[src/rtl/rr_busarbiter.sv]
// rr_busarbiter: round-robin arbiter that funnels single-beat load/store
// requests from NCORES cores onto one downstream bus port.
//
// Ports
//   CLK, RST_X            clock (rising edge) and asynchronous active-low reset
//   init_done             enables new arbitration decisions
//   req_le/req_we         per-core one-cycle load/store strobes
//   req_lock              per-core atomic hold request
//   req_addr/wdata/ctrl   per-core request payload, core i at slice i
//   core_busy             per-core transaction outstanding
//   core_rdata            per-core last returned read data
//   m_le/m_we/m_addr/m_wdata/m_ctrl  downstream request
//   m_busy/m_rdata        downstream handshake and read data
//   grant                 index of the currently granted core
//   locked                grant is held for an atomic sequence
//   err                   sticky protocol error flag
module rr_busarbiter #(
    parameter int NCORES = 4,
    parameter int AW     = 32,
    parameter int DW     = 32,
    parameter int IW     = $clog2(NCORES)
) (
    input  logic                 CLK,
    input  logic                 RST_X,
    input  logic                 init_done,
    input  logic [NCORES-1:0]    req_le,
    input  logic [NCORES-1:0]    req_we,
    input  logic [NCORES-1:0]    req_lock,
    input  logic [NCORES*AW-1:0] req_addr,
    input  logic [NCORES*DW-1:0] req_wdata,
    input  logic [NCORES*3-1:0]  req_ctrl,
    output logic [NCORES-1:0]    core_busy,
    output logic [NCORES*DW-1:0] core_rdata,
    output logic                 m_le,
    output logic                 m_we,
    output logic [AW-1:0]        m_addr,
    output logic [DW-1:0]        m_wdata,
    output logic [2:0]           m_ctrl,
    input  logic                 m_busy,
    input  logic [DW-1:0]        m_rdata,
    output logic [IW-1:0]        grant,
    output logic                 locked,
    output logic                 err
);

    typedef enum logic [1:0] {
        ST_IDLE  = 2'd0,
        ST_ISSUE = 2'd1,
        ST_WAIT  = 2'd2
    } state_t;

    state_t                state_r, state_next_s;
    logic [NCORES-1:0]     pend_r;
    logic [NCORES-1:0]     strobe_s, cap_s, clr_s;
    logic [NCORES*AW-1:0]  slot_addr_r;
    logic [NCORES*DW-1:0]  slot_wdata_r;
    logic [NCORES*3-1:0]   slot_ctrl_r;
    logic [NCORES-1:0]     slot_le_r, slot_we_r;
    logic [IW-1:0]         grant_r, winner_s, idx_s;
    logic                  found_s, select_s, complete_s, idle_err_s, dup_err_s;
    logic                  locked_r, err_r, m_le_r, m_we_r;
    logic [AW-1:0]         m_addr_r;
    logic [DW-1:0]         m_wdata_r;
    logic [2:0]            m_ctrl_r;
    logic [NCORES*DW-1:0]  core_rdata_r;

    // A strobe is captured only into an empty slot; a strobe into a full slot is a protocol error.
    assign strobe_s  = req_le | req_we;
    assign cap_s     = strobe_s & ~pend_r;
    assign dup_err_s = |(strobe_s & pend_r);

    // Winner search: scanning from grant+NCORES down to grant+1 lets the nearest pending index win; grant itself is last.
    always_comb begin
        idx_s    = '0;
        winner_s = grant_r;
        found_s  = 1'b0;
        if (locked_r) begin
            found_s = pend_r[grant_r];
        end else begin
            for (int k = NCORES; k >= 1; k--) begin
                idx_s    = IW'((int'(grant_r) + k) % NCORES);
                winner_s = pend_r[idx_s] ? idx_s : winner_s;
            end
            found_s = |pend_r;
        end
    end

    // Next-state and control strobes of the IDLE/ISSUE/WAIT sequencer.
    always_comb begin
        state_next_s = state_r;
        select_s     = 1'b0;
        complete_s   = 1'b0;
        idle_err_s   = 1'b0;
        case (state_r)
            ST_IDLE: begin
                if (m_busy) begin
                    idle_err_s = 1'b1;
                end else if (init_done && found_s) begin
                    select_s     = 1'b1;
                    state_next_s = ST_ISSUE;
                end else begin
                    state_next_s = ST_IDLE;
                end
            end
            ST_ISSUE: begin
                if (m_busy) begin
                    state_next_s = ST_WAIT;
                end else begin
                    state_next_s = ST_ISSUE;
                end
            end
            ST_WAIT: begin
                if (!m_busy) begin
                    complete_s   = 1'b1;
                    state_next_s = ST_IDLE;
                end else begin
                    state_next_s = ST_WAIT;
                end
            end
            default: begin
                state_next_s = ST_IDLE;
            end
        endcase
    end

    // One-hot clear of the granted core's pending bit on completion.
    always_comb begin
        clr_s = '0;
        if (complete_s) begin
            clr_s[grant_r] = 1'b1;
        end else begin
            clr_s = '0;
        end
    end

    // Sequencer state register.
    always_ff @(posedge CLK or negedge RST_X) begin
        if (!RST_X) begin
            state_r <= ST_IDLE;
        end else begin
            state_r <= state_next_s;
        end
    end

    // Per-core request slots and pending flags.
    always_ff @(posedge CLK or negedge RST_X) begin
        if (!RST_X) begin
            pend_r       <= '0;
            slot_addr_r  <= '0;
            slot_wdata_r <= '0;
            slot_ctrl_r  <= '0;
            slot_le_r    <= '0;
            slot_we_r    <= '0;
        end else begin
            pend_r <= (pend_r | cap_s) & ~clr_s;
            for (int i = 0; i < NCORES; i++) begin
                if (cap_s[i]) begin
                    slot_addr_r[i*AW +: AW]  <= req_addr[i*AW +: AW];
                    slot_wdata_r[i*DW +: DW] <= req_wdata[i*DW +: DW];
                    slot_ctrl_r[i*3 +: 3]    <= req_ctrl[i*3 +: 3];
                    slot_le_r[i]             <= req_le[i];
                    slot_we_r[i]             <= req_we[i];
                end
            end
        end
    end

    // Downstream request registers, grant index and lock flag.
    always_ff @(posedge CLK or negedge RST_X) begin
        if (!RST_X) begin
            grant_r   <= '0;
            locked_r  <= 1'b0;
            m_le_r    <= 1'b0;
            m_we_r    <= 1'b0;
            m_addr_r  <= '0;
            m_wdata_r <= '0;
            m_ctrl_r  <= 3'd0;
        end else begin
            if (select_s) begin
                grant_r   <= winner_s;
                m_le_r    <= slot_le_r[winner_s];
                m_we_r    <= slot_we_r[winner_s];
                m_addr_r  <= slot_addr_r[int'(winner_s)*AW +: AW];
                m_wdata_r <= slot_wdata_r[int'(winner_s)*DW +: DW];
                m_ctrl_r  <= slot_ctrl_r[int'(winner_s)*3 +: 3];
            end else if (state_r == ST_ISSUE && m_busy) begin
                m_le_r <= 1'b0;
                m_we_r <= 1'b0;
            end
            // Lock follows the winner at selection; otherwise any IDLE edge without the holder's lock releases it.
            if (state_r == ST_IDLE) begin
                if (select_s) begin
                    locked_r <= req_lock[winner_s];
                end else if (!req_lock[grant_r]) begin
                    locked_r <= 1'b0;
                end
            end
        end
    end

    // Returned data per core and the sticky error flag.
    always_ff @(posedge CLK or negedge RST_X) begin
        if (!RST_X) begin
            core_rdata_r <= '0;
            err_r        <= 1'b0;
        end else begin
            if (complete_s) begin
                core_rdata_r[int'(grant_r)*DW +: DW] <= m_rdata;
            end
            if (dup_err_s || idle_err_s) begin
                err_r <= 1'b1;
            end
        end
    end

    assign core_busy  = pend_r;
    assign core_rdata = core_rdata_r;
    assign m_le       = m_le_r;
    assign m_we       = m_we_r;
    assign m_addr     = m_addr_r;
    assign m_wdata    = m_wdata_r;
    assign m_ctrl     = m_ctrl_r;
    assign grant      = grant_r;
    assign locked     = locked_r;
    assign err        = err_r;

endmodule

[config.mk]
export PLATFORM = sky130hd
export DESIGN_NAME = rr_busarbiter
export DESIGN_NICKNAME = d
export VERILOG_FILES = /design/src/rtl/rr_busarbiter.sv
export SDC_FILE = /design/constraint.sdc
export NUM_CORES = 1
export LEC_CHECK = 0
export ABC_AREA = 1
export BUFFER_PORTS_ARGS = -buffer_cell sky130_fd_sc_hd__buf_4
export CAP_MARGIN = 40
export CELL_PAD_IN_SITES_DETAIL_PLACEMENT = 1
export CELL_PAD_IN_SITES_GLOBAL_PLACEMENT = 1
export CORE_MARGIN = 8
export CORE_UTILIZATION = 39
export DETAILED_ROUTE_END_ITERATION = 10
export HOLD_SLACK_MARGIN = 0.03
export MAX_ROUTING_LAYER = met4
export PLACE_DENSITY = 0.77
export SYNTH_ARGS = -nofsm -noshare
export SYNTH_HDL_FRONTEND = slang
export SYNTH_SLANG_ARGS = --single-unit
[constraint.sdc]
create_clock -name CLK -period 3.2 [get_ports CLK]
set_clock_uncertainty 0.15 [all_clocks]
set_input_delay 0.48 -clock CLK [delete_from_list [all_inputs] [get_ports CLK]]
set_output_delay 0.48 -clock CLK [all_outputs]
set_load 0.01 [all_outputs]
==> results_tabular.tex, run 1 <==
\begin{tabular}{lr}
\hline
Metric & Value \\
\hline
\multicolumn{2}{l}{\textbf{Logic synthesis}} \\
\quad Post-synthesis compound-gate area fraction & 5.79\% \\
\quad Unique masters post-synth & 30 \\
\quad Most area-consuming cells after synthesis & dfrtp\_1, nand2\_1, nand3\_1 \\
\quad Number of storage elements in the synthesis netlist & 483 \\
\quad Post-synthesis instance total & 2,580 \\
\quad Post-synthesis adder-cell area fraction & 0.415\% \\
\quad Cell with the most instances after synthesis & nand2\_1 \\
\quad Commonest cells post-synth & nand2\_1, dfrtp\_1, nand3\_1 \\
\quad Post-synth net total & 2,903 \\
\quad Register area share after synthesis & 57.2\% \\
\quad Fraction of synthesis flops using an asynchronous set or reset pin & 100\% \\
\quad Largest family of logic cells by synthesized area & simple AND/OR/NAND/NOR gates \\
\quad Post-Syn Area per Cell & 8.19 sq um \\
\quad Simple-gate share of the synthesized area & 32.3\% \\
\quad EDFF count, synth & 0 \\
\quad Cell accounting for the most synthesized area & dfrtp\_1 \\
\quad Post-Syn Area & 21,100 sq um \\
\quad Post-synthesis mux area share & 0\% \\
\quad Warnings, synthesis & 0 \\
\quad Prevailing post-synth register cell & dfrtp\_1 \\
\quad Xor/xnor share of the synthesized area & 0\% \\
\quad Yosys top cell area share & 57.2\% \\
\multicolumn{2}{l}{\textbf{Final layout}} \\
\quad Synth-to-layout area growth & 46.3\% \\
\quad Layout Nets & 3,681 \\
\quad Share of layout cells above drive strength 1 & 20.4\% \\
\quad Non-filler cells in the finished layout & 4,125 \\
\multicolumn{2}{l}{\textbf{Floorplanning}} \\
\quad Std cell rows & 85 \\
\quad Starting density of the core & 39.3\% \\
\quad Ports placed on the boundary & 521 \\
\quad Core Box Area & 53,700 sq um \\
\quad Die X-Extent & 249 um \\
\quad Full die area & 61,800 sq um \\
\quad Die Height & 249 um \\
\multicolumn{2}{l}{\textbf{Power}} \\
\quad Worst supply voltage drop on vdd & 924 uV \\
\quad Combinational share of power & 47.7\% \\
\quad Internal power summed over all cells & 18.1 mW \\
\quad Lkg Pwr & 15.6 nW \\
\quad Switching share of power & 45.2\% \\
\quad Switching power summed over all nets & 15.0 mW \\
\quad Clk network pwr share & 18.7\% \\
\quad Sequential group share of total power & 33.6\% \\
\quad PwrDens & 1070 nW/um\^{}2 \\
\multicolumn{2}{l}{\textbf{Clocking}} \\
\quad CTS H-Tree Depth & 2 \\
\quad Number of sinks driven by the clock tree & 483 \\
\quad CTS buffer count & 54 \\
\quad Root buffer cell & clkbuf\_16 \\
\quad Clk slew on worst S/H paths & 0.07 ns \\
\quad Clock latency on the worst-skew pair & 0.61 ns \\
\quad Clock tree from TritonCTS & done \\
\quad Buffers from clock root to sink, at most & 3 \\
\multicolumn{2}{l}{\textbf{Setup path}} \\
\quad Critical Path RT & 3.55 ns \\
\quad Critical path type & flip-flop to flip-flop \\
\quad Endpoint class of the critical path & flip-flop \\
\quad Worst endpoint data arrival time & 3.44 ns \\
\quad Max Fanout on Critical Path & 120 \\
\quad Type of element launching the critical path & flip-flop \\
\multicolumn{2}{l}{\textbf{Placement}} \\
\quad Final weighted congestion of routability-driven global placement & 0.912 \\
\quad DPL Wire Length & 61.2 mm \\
\quad Post-placement cell count & 3,678 \\
\quad Number of buffer cells added on primary ports & 520 \\
\multicolumn{2}{l}{\textbf{STA}} \\
\quad Maximum clock frequency & 324 MHz \\
\quad Fin Setup TNS & 0 ns \\
\quad Fin. Hold Viols & 0 \\
\quad Clock period minus worst slack & 3.09 ns \\
\quad Max-slew headroom & 50.2\% \\
\quad Slew @ Worst Pin & 0.747 ns \\
\quad RSZ-0062 raised after global routing & no \\
\quad Part of the cycle the worst path needs & 96.4\% \\
\quad Endpoints failing setup & 0 \\
\quad Pins Over Slew Limit & 0 \\
\multicolumn{2}{l}{\textbf{Routing}} \\
\quad Post-detailed-route via-to-cell ratio & 5.58 \\
\quad Initial drt markers & 2,103 \\
\quad Routed length per instance & 25.9 um \\
\quad DRC errors left & 0 \\
\quad Number of antenna-violating nets in the routed design & 0 \\
\quad Vias & 23,018 \\
\quad First-pass iteration count of the detailed router & 6 \\
\quad Final wirelength & 107 mm \\
\multicolumn{2}{l}{\textbf{Job}} \\
\quad Count of max-cap constraint violations & 0 \\
\multicolumn{2}{l}{\textbf{Global routing}} \\
\quad First-pass GRT wire length & 160 mm \\
\quad Maximum number of pins on one net before global-route repair & 121 \\
\quad Initial antenna violation count & 29 \\
\quad Global route overflow & 0 \\
\quad Vias in the first global route & 25,140 \\
\quad Global-route usage over all layers & 34.1\% \\
\multicolumn{2}{l}{\textbf{Min path}} \\
\quad Class of the worst hold path & input port to flip-flop \\
\multicolumn{2}{l}{\textbf{Run status}} \\
\quad Result of the run & complete, no violations \\
\hline
\end{tabular}
[final cells by class]
type                    instances  area, sq um
fillers                      6252        22800
clock inverters                11          128
inverters                      27          106
well taps                     696          871
flip-flops and latches        483        12100
repair buffers                893         7800
clock buffers                  84         1570
multi-input cells            1899         8260
diodes                         32         80.1
[timing repair]
action,4_1_cts,5_1_grt
hold buffers,310,0
buffers inserted,0,6
endpoints found under the hold margin,410,0
resized for setup,0,2
endpoints found under the setup margin,0,44
[metrics by stage]
step	hold WS, ns	util, %	power, mW	worst slack (ns)	instance area, sq um
2_1_floorplan	0.0344	-	18.9	0.784	21100
3_3_place_gp	0.304	48.0	24.5	0.337	25800
3_5_place_dp	0.308	48.2	25.3	0.212	25900
4_1_cts	0.0533	57.2	31.9	0.151	30700
5_1_grt	0.0866	57.5	34.9	0.0397	30900
6_report	0.0772	57.5	33.1	0.114	30900
[state kept, by name (all words and copies together), names as in the netlist, 12 cells and up]
name	flops
slot_addr_r	128
slot_ctrl_r	12
core_rdata	128
slot_wdata_r	128
m_wdata	32
m_addr	32
[final timing paths]
kind | from | endpoint | slack (ns) | cells after the start
hold / removal | req_lock[1] | locked | 0.08 | 5
setup reg to reg | grant[0] | m_addr[9] | 0.11 | 13
max in group asynchronous | RST_X | core_rdata[120] | 1.53 | 3
min in group asynchronous | RST_X | core_rdata[28] | 0.31 | 2
hold reg to reg | slot_le_r[2] | slot_le_r[2] | 0.32 | 2
setup / recovery | grant[0] | m_addr[9] | 0.11 | 13
[cells by family (layout without fill, tap and decap cells)]
logic type / count (synthesis) / count (layout)
other: 0 / 32
and+or+nand+nor: 1683 / 1686
DFF: 483 / 483
buffers and inverters: 201 / 1015
adders and majority gates: 7 / 7
AOI/OAI and AO/OA: 206 / 206
[routing by layer]
metal	wire [um]	track usage (%)	part of all wire (%)	vias to the layer above
li1	-	-	-	9862
met1	41000	39.5	38	11614
met2	52700	56.4	49	1185
met3	7290	6.84	6.8	357
met4	5900	17.3	5.5	0
met5	0	-	0	-
[cells in the final DEF, fill, tap and decap left out, drive strengths merged]
cell | netlist | layout
a2111o | 1 | 1
a21oi | 68 | 68
a22oi | 4 | 4
buf | 75 | 582
bufinv | 0 | 2
clkbuf | 99 | 85
clkinv | 4 | 9
dfrtp | 483 | 483
diode | 0 | 32
dlygate4sd3 | 0 | 310
ha | 7 | 7
inv | 23 | 27
nand2 | 1231 | 1233
nand3 | 363 | 364
nand4 | 5 | 5
nor2 | 83 | 83
o211ai | 1 | 1
o21a | 49 | 49
o21ai | 69 | 69
o22ai | 2 | 2
o41ai | 12 | 12
or2 | 1 | 1
[worst max-delay path, cell delays in order, from the launching register on]
cell and delay, ns:
dfrtp_2 0.42, inv_4 0.17, ha_1 0.33, inv_1 0.15
nand2_1 0.09, nand2_1 0.08, nand2_1 0.07, nand2_2 0.14
nand3_4 0.23, buf_12 0.30, nand3_1 0.27, nand3_1 0.18
nand3_1 0.16, nand2_1 0.06
[power by group through the flow]
stage	Sequential (mW)	Clock, mW	Combinational (mW)
6_report	11.1	6.19	15.8
5_1_grt	11.3	6.48	17.1
4_1_cts	10.9	6.20	14.8
3_5_place_dp	11.0	0	14.4
3_3_place_gp	10.9	0	13.7
2_1_floorplan	10.8	0	8.11
(Power assumes the default switching activity.)
==> run 2: changes to the inputs <==
- RECOVER_POWER: unset -> 25
==> run 2 against run 1 <==
Total power is essentially flat. The run now ends with capacitance limit, slew limit left. Critical endpoint unchanged. Combinational power is essentially flat. Design area shrank 0.21%. Sequential power barely moved. Worst hold slack improved by 0.0059 ns.
==> results_tabular.tex, run 2 (same netlist as run 1, synthesis figures left out) <==
\begin{tabular}{lr}
\hline
Metric & Value \\
\hline
\multicolumn{2}{l}{\textbf{Global routing}} \\
\quad Initial antenna violation count & 29 (unchanged) \\
\quad First-pass GRT wire length & 160 mm (unchanged) \\
\quad Global route overflow & 0 (unchanged) \\
\quad Vias in the first global route & 25,140 (unchanged) \\
\quad Maximum number of pins on one net before global-route repair & 121 (unchanged) \\
\quad Global-route usage over all layers & 34.1\% (unchanged) \\
\multicolumn{2}{l}{\textbf{Power}} \\
\quad PwrDens & 1070 nW/um\^{}2 (about the same) \\
\quad Lkg Pwr & 15.6 nW (about the same) \\
\quad Power consumption & 33.1 mW (about the same) \\
\quad Worst supply voltage drop on vdd & 913 uV (was 924 uV) \\
\multicolumn{2}{l}{\textbf{STA}} \\
\quad Part of the cycle the worst path needs & 96.2\% (was 96.4\%) \\
\quad RSZ-0062 raised after global routing & no (unchanged) \\
\quad Slew @ Worst Pin & 2.29 ns (was 0.747 ns) \\
\quad Fin. Hold Viols & 0 (unchanged) \\
\quad Maximum clock frequency & 325 MHz (was 324 MHz) \\
\quad Clock period minus worst slack & 3.08 ns (was 3.09 ns) \\
\quad Pins Over Slew Limit & 70 (was 0) \\
\quad Max-slew headroom & -52.4\% (was 50.2\%) \\
\quad Fin Setup TNS & 0 ns (unchanged) \\
\quad Endpoints failing setup & 0 (unchanged) \\
\multicolumn{2}{l}{\textbf{Run status}} \\
\quad Result of the run & finished, violations left (was complete, no violations) \\
\quad Failing checks & capacitance limit, slew limit \\
\multicolumn{2}{l}{\textbf{Setup path}} \\
\quad Critical path type & flip-flop to flip-flop (unchanged) \\
\quad Critical Path RT & 3.55 ns (about the same) \\
\quad Reg-to-reg slack, setup & 0.12 ns (was 0.11 ns) \\
\quad Type of element launching the critical path & flip-flop (unchanged) \\
\quad Max Fanout on Critical Path & 120 (unchanged) \\
\quad FF-to-FF Start & grant[0] (unchanged) \\
\quad Endpoint class of the critical path & flip-flop (unchanged) \\
\quad Worst endpoint data arrival time & 3.43 ns (was 3.44 ns) \\
\quad End of the worst register-to-register path & m\_addr[9] (unchanged) \\
\quad Cell count of the worst reg-to-reg path & 13 (unchanged) \\
\multicolumn{2}{l}{\textbf{Routing}} \\
\quad Vias & 22,967 (was 23,018) \\
\quad DRC errors left & 0 (unchanged) \\
\quad Number of antenna-violating nets in the routed design & 0 (unchanged) \\
\quad Routed length per instance & 25.9 um (about the same) \\
\quad First-pass iteration count of the detailed router & 5 (was 6) \\
\quad Post-detailed-route via-to-cell ratio & 5.57 (was 5.58) \\
\quad Final wirelength & 107 mm (about the same) \\
\quad Initial drt markers & 2,129 (was 2,103) \\
\multicolumn{2}{l}{\textbf{Final layout}} \\
\quad Share of layout cells above drive strength 1 & 20.1\% (was 20.4\%) \\
\quad Most used cells in the layout excluding fill and tap cells & nand2\_1, buf\_4, dfrtp\_1, nand3\_1, dlygate4sd3\_1 (unchanged) \\
\quad Synth-to-layout area growth & 46.0\% (was 46.3\%) \\
\quad FILL cells & 6,264 (was 6,252) \\
\quad Final cell area excluding filler cells & 30,800 sq um (was 30,900 sq um) \\
\quad Combined area of the multi-input logic cells & 8260 sq um (unchanged) \\
\quad Area taken by flip-flops and latches & 12,100 sq um (unchanged) \\
\quad Non-filler cells in the finished layout & 4,123 (was 4,125) \\
\quad Layout Nets & 3,681 (unchanged) \\
\quad Final core area utilization & 57.4\% (was 57.5\%) \\
\quad Most common cell after layout, fill and taps aside & nand2\_1 (unchanged) \\
\multicolumn{2}{l}{\textbf{Clocking}} \\
\quad CTS buffer count & 54 (unchanged) \\
\quad Buffers from clock root to sink, at most & 3 (unchanged) \\
\quad Root buffer cell & clkbuf\_16 (unchanged) \\
\quad Clock tree from TritonCTS & done (unchanged) \\
\quad Clock latency on the worst-skew pair & 0.61 ns (about the same) \\
\quad Number of sinks driven by the clock tree & 483 (unchanged) \\
\quad Clk slew on worst S/H paths & 0.07 ns (about the same) \\
\quad CTS H-Tree Depth & 2 (unchanged) \\
\multicolumn{2}{l}{\textbf{Min path}} \\
\quad Class of the worst hold path & input port to flip-flop (unchanged) \\
\quad Endpoint of the worst hold path & locked (unchanged) \\
\quad Hold depth & 5 (unchanged) \\
\quad Worst Min Path Start & req\_lock[1] (unchanged) \\
\multicolumn{2}{l}{\textbf{Placement}} \\
\quad DPL Wire Length & 61.2 mm (unchanged) \\
\quad Post-placement cell count & 3,678 (unchanged) \\
\quad Final weighted congestion of routability-driven global placement & 0.912 (unchanged) \\
\quad Cell area after placement & 25,900 sq um (unchanged) \\
\quad Number of buffer cells added on primary ports & 520 (unchanged) \\
\multicolumn{2}{l}{\textbf{Floorplanning}} \\
\quad Ports placed on the boundary & 521 (unchanged) \\
\quad Full die area & 61,800 sq um (unchanged) \\
\quad Starting density of the core & 39.3\% (unchanged) \\
\quad Die Height & 249 um (unchanged) \\
\quad Die X-Extent & 249 um (unchanged) \\
\quad Std cell rows & 85 (unchanged) \\
\quad Core Box Area & 53,700 sq um (unchanged) \\
\multicolumn{2}{l}{\textbf{Job}} \\
\quad Count of max-cap constraint violations & 1 (was 0) \\
\hline
\end{tabular}
run 2: worst max path at each step:
stage | from | end | depth (start not counted) | slack [ns]
finish | grant[0] | m_addr[9] | 13 | 0.12
global route | RST_X | core_rdata[5] | 3 | 0.04
CTS | grant[0] | m_wdata[4] | 14 | 0.15
detailed placement | grant[0] | m_wdata[6] | 14 | 0.21
global placement | grant[0] | m_wdata[9] | 14 | 0.34
floorplan | grant[0] | m_addr[12] | 15 | 0.78
run 2: per-layer routing:
| layer | global-route usage (%) | wire (um) | up-vias |
|---|---|---|---|
| li1 | - | - | 9859 |
| met1 | 39.5 | 40600 | 11580 |
| met2 | 56.4 | 52900 | 1192 |
| met3 | 6.84 | 7600 | 336 |
| met4 | 17.3 | 5730 | 0 |
| met5 | - | 0 | - |
run 2: critical path, cell delays in order (launching register included):
cell and delay (ns):
dfrtp_2 0.42, inv_4 0.17, ha_1 0.33, inv_1 0.15, nand2_1 0.09, nand2_1 0.08, nand2_1 0.07, nand2_2 0.14
nand3_4 0.22, buf_12 0.28, nand3_1 0.27, nand3_1 0.18, nand3_1 0.16, nand2_1 0.06
run 2: report_power, final:
part           internal [mW]  switching, mW  total, mW
registers               8.95           2.18       11.1
clock network           3.53           2.67       6.20
logic                   5.65           10.1       15.8
total                   18.1           15.0       33.1
run 2: cell type report:
class / instances / share of cell area [%]
Antenna cell: 30 / 0.243
Clock buffer: 84 / 5.10
Clock inverter: 11 / 0.414
Inverter: 27 / 0.345
Multi-Input combinational cell: 1899 / 26.8
Sequential cell: 483 / 39.2
Tap cell: 696 / 2.82
Timing Repair Buffer: 893 / 25.1
run 2: per-stage QoR:
stage	hold WS, ns	setup slack, ns
final	0.0831	0.121
after global routing	0.0866	0.0411
after CTS	0.0533	0.151
after detailed placement	0.308	0.212
after global placement	0.304	0.337
after floorplan	0.0344	0.784
run 2: timing repair:
item	4_1_cts	5_1_grt
endpoints found under the setup margin	0	44
hold endpoints to repair	410	0
hold buffers	310	0
gates resized for setup	0	2
setup buffers	0	6
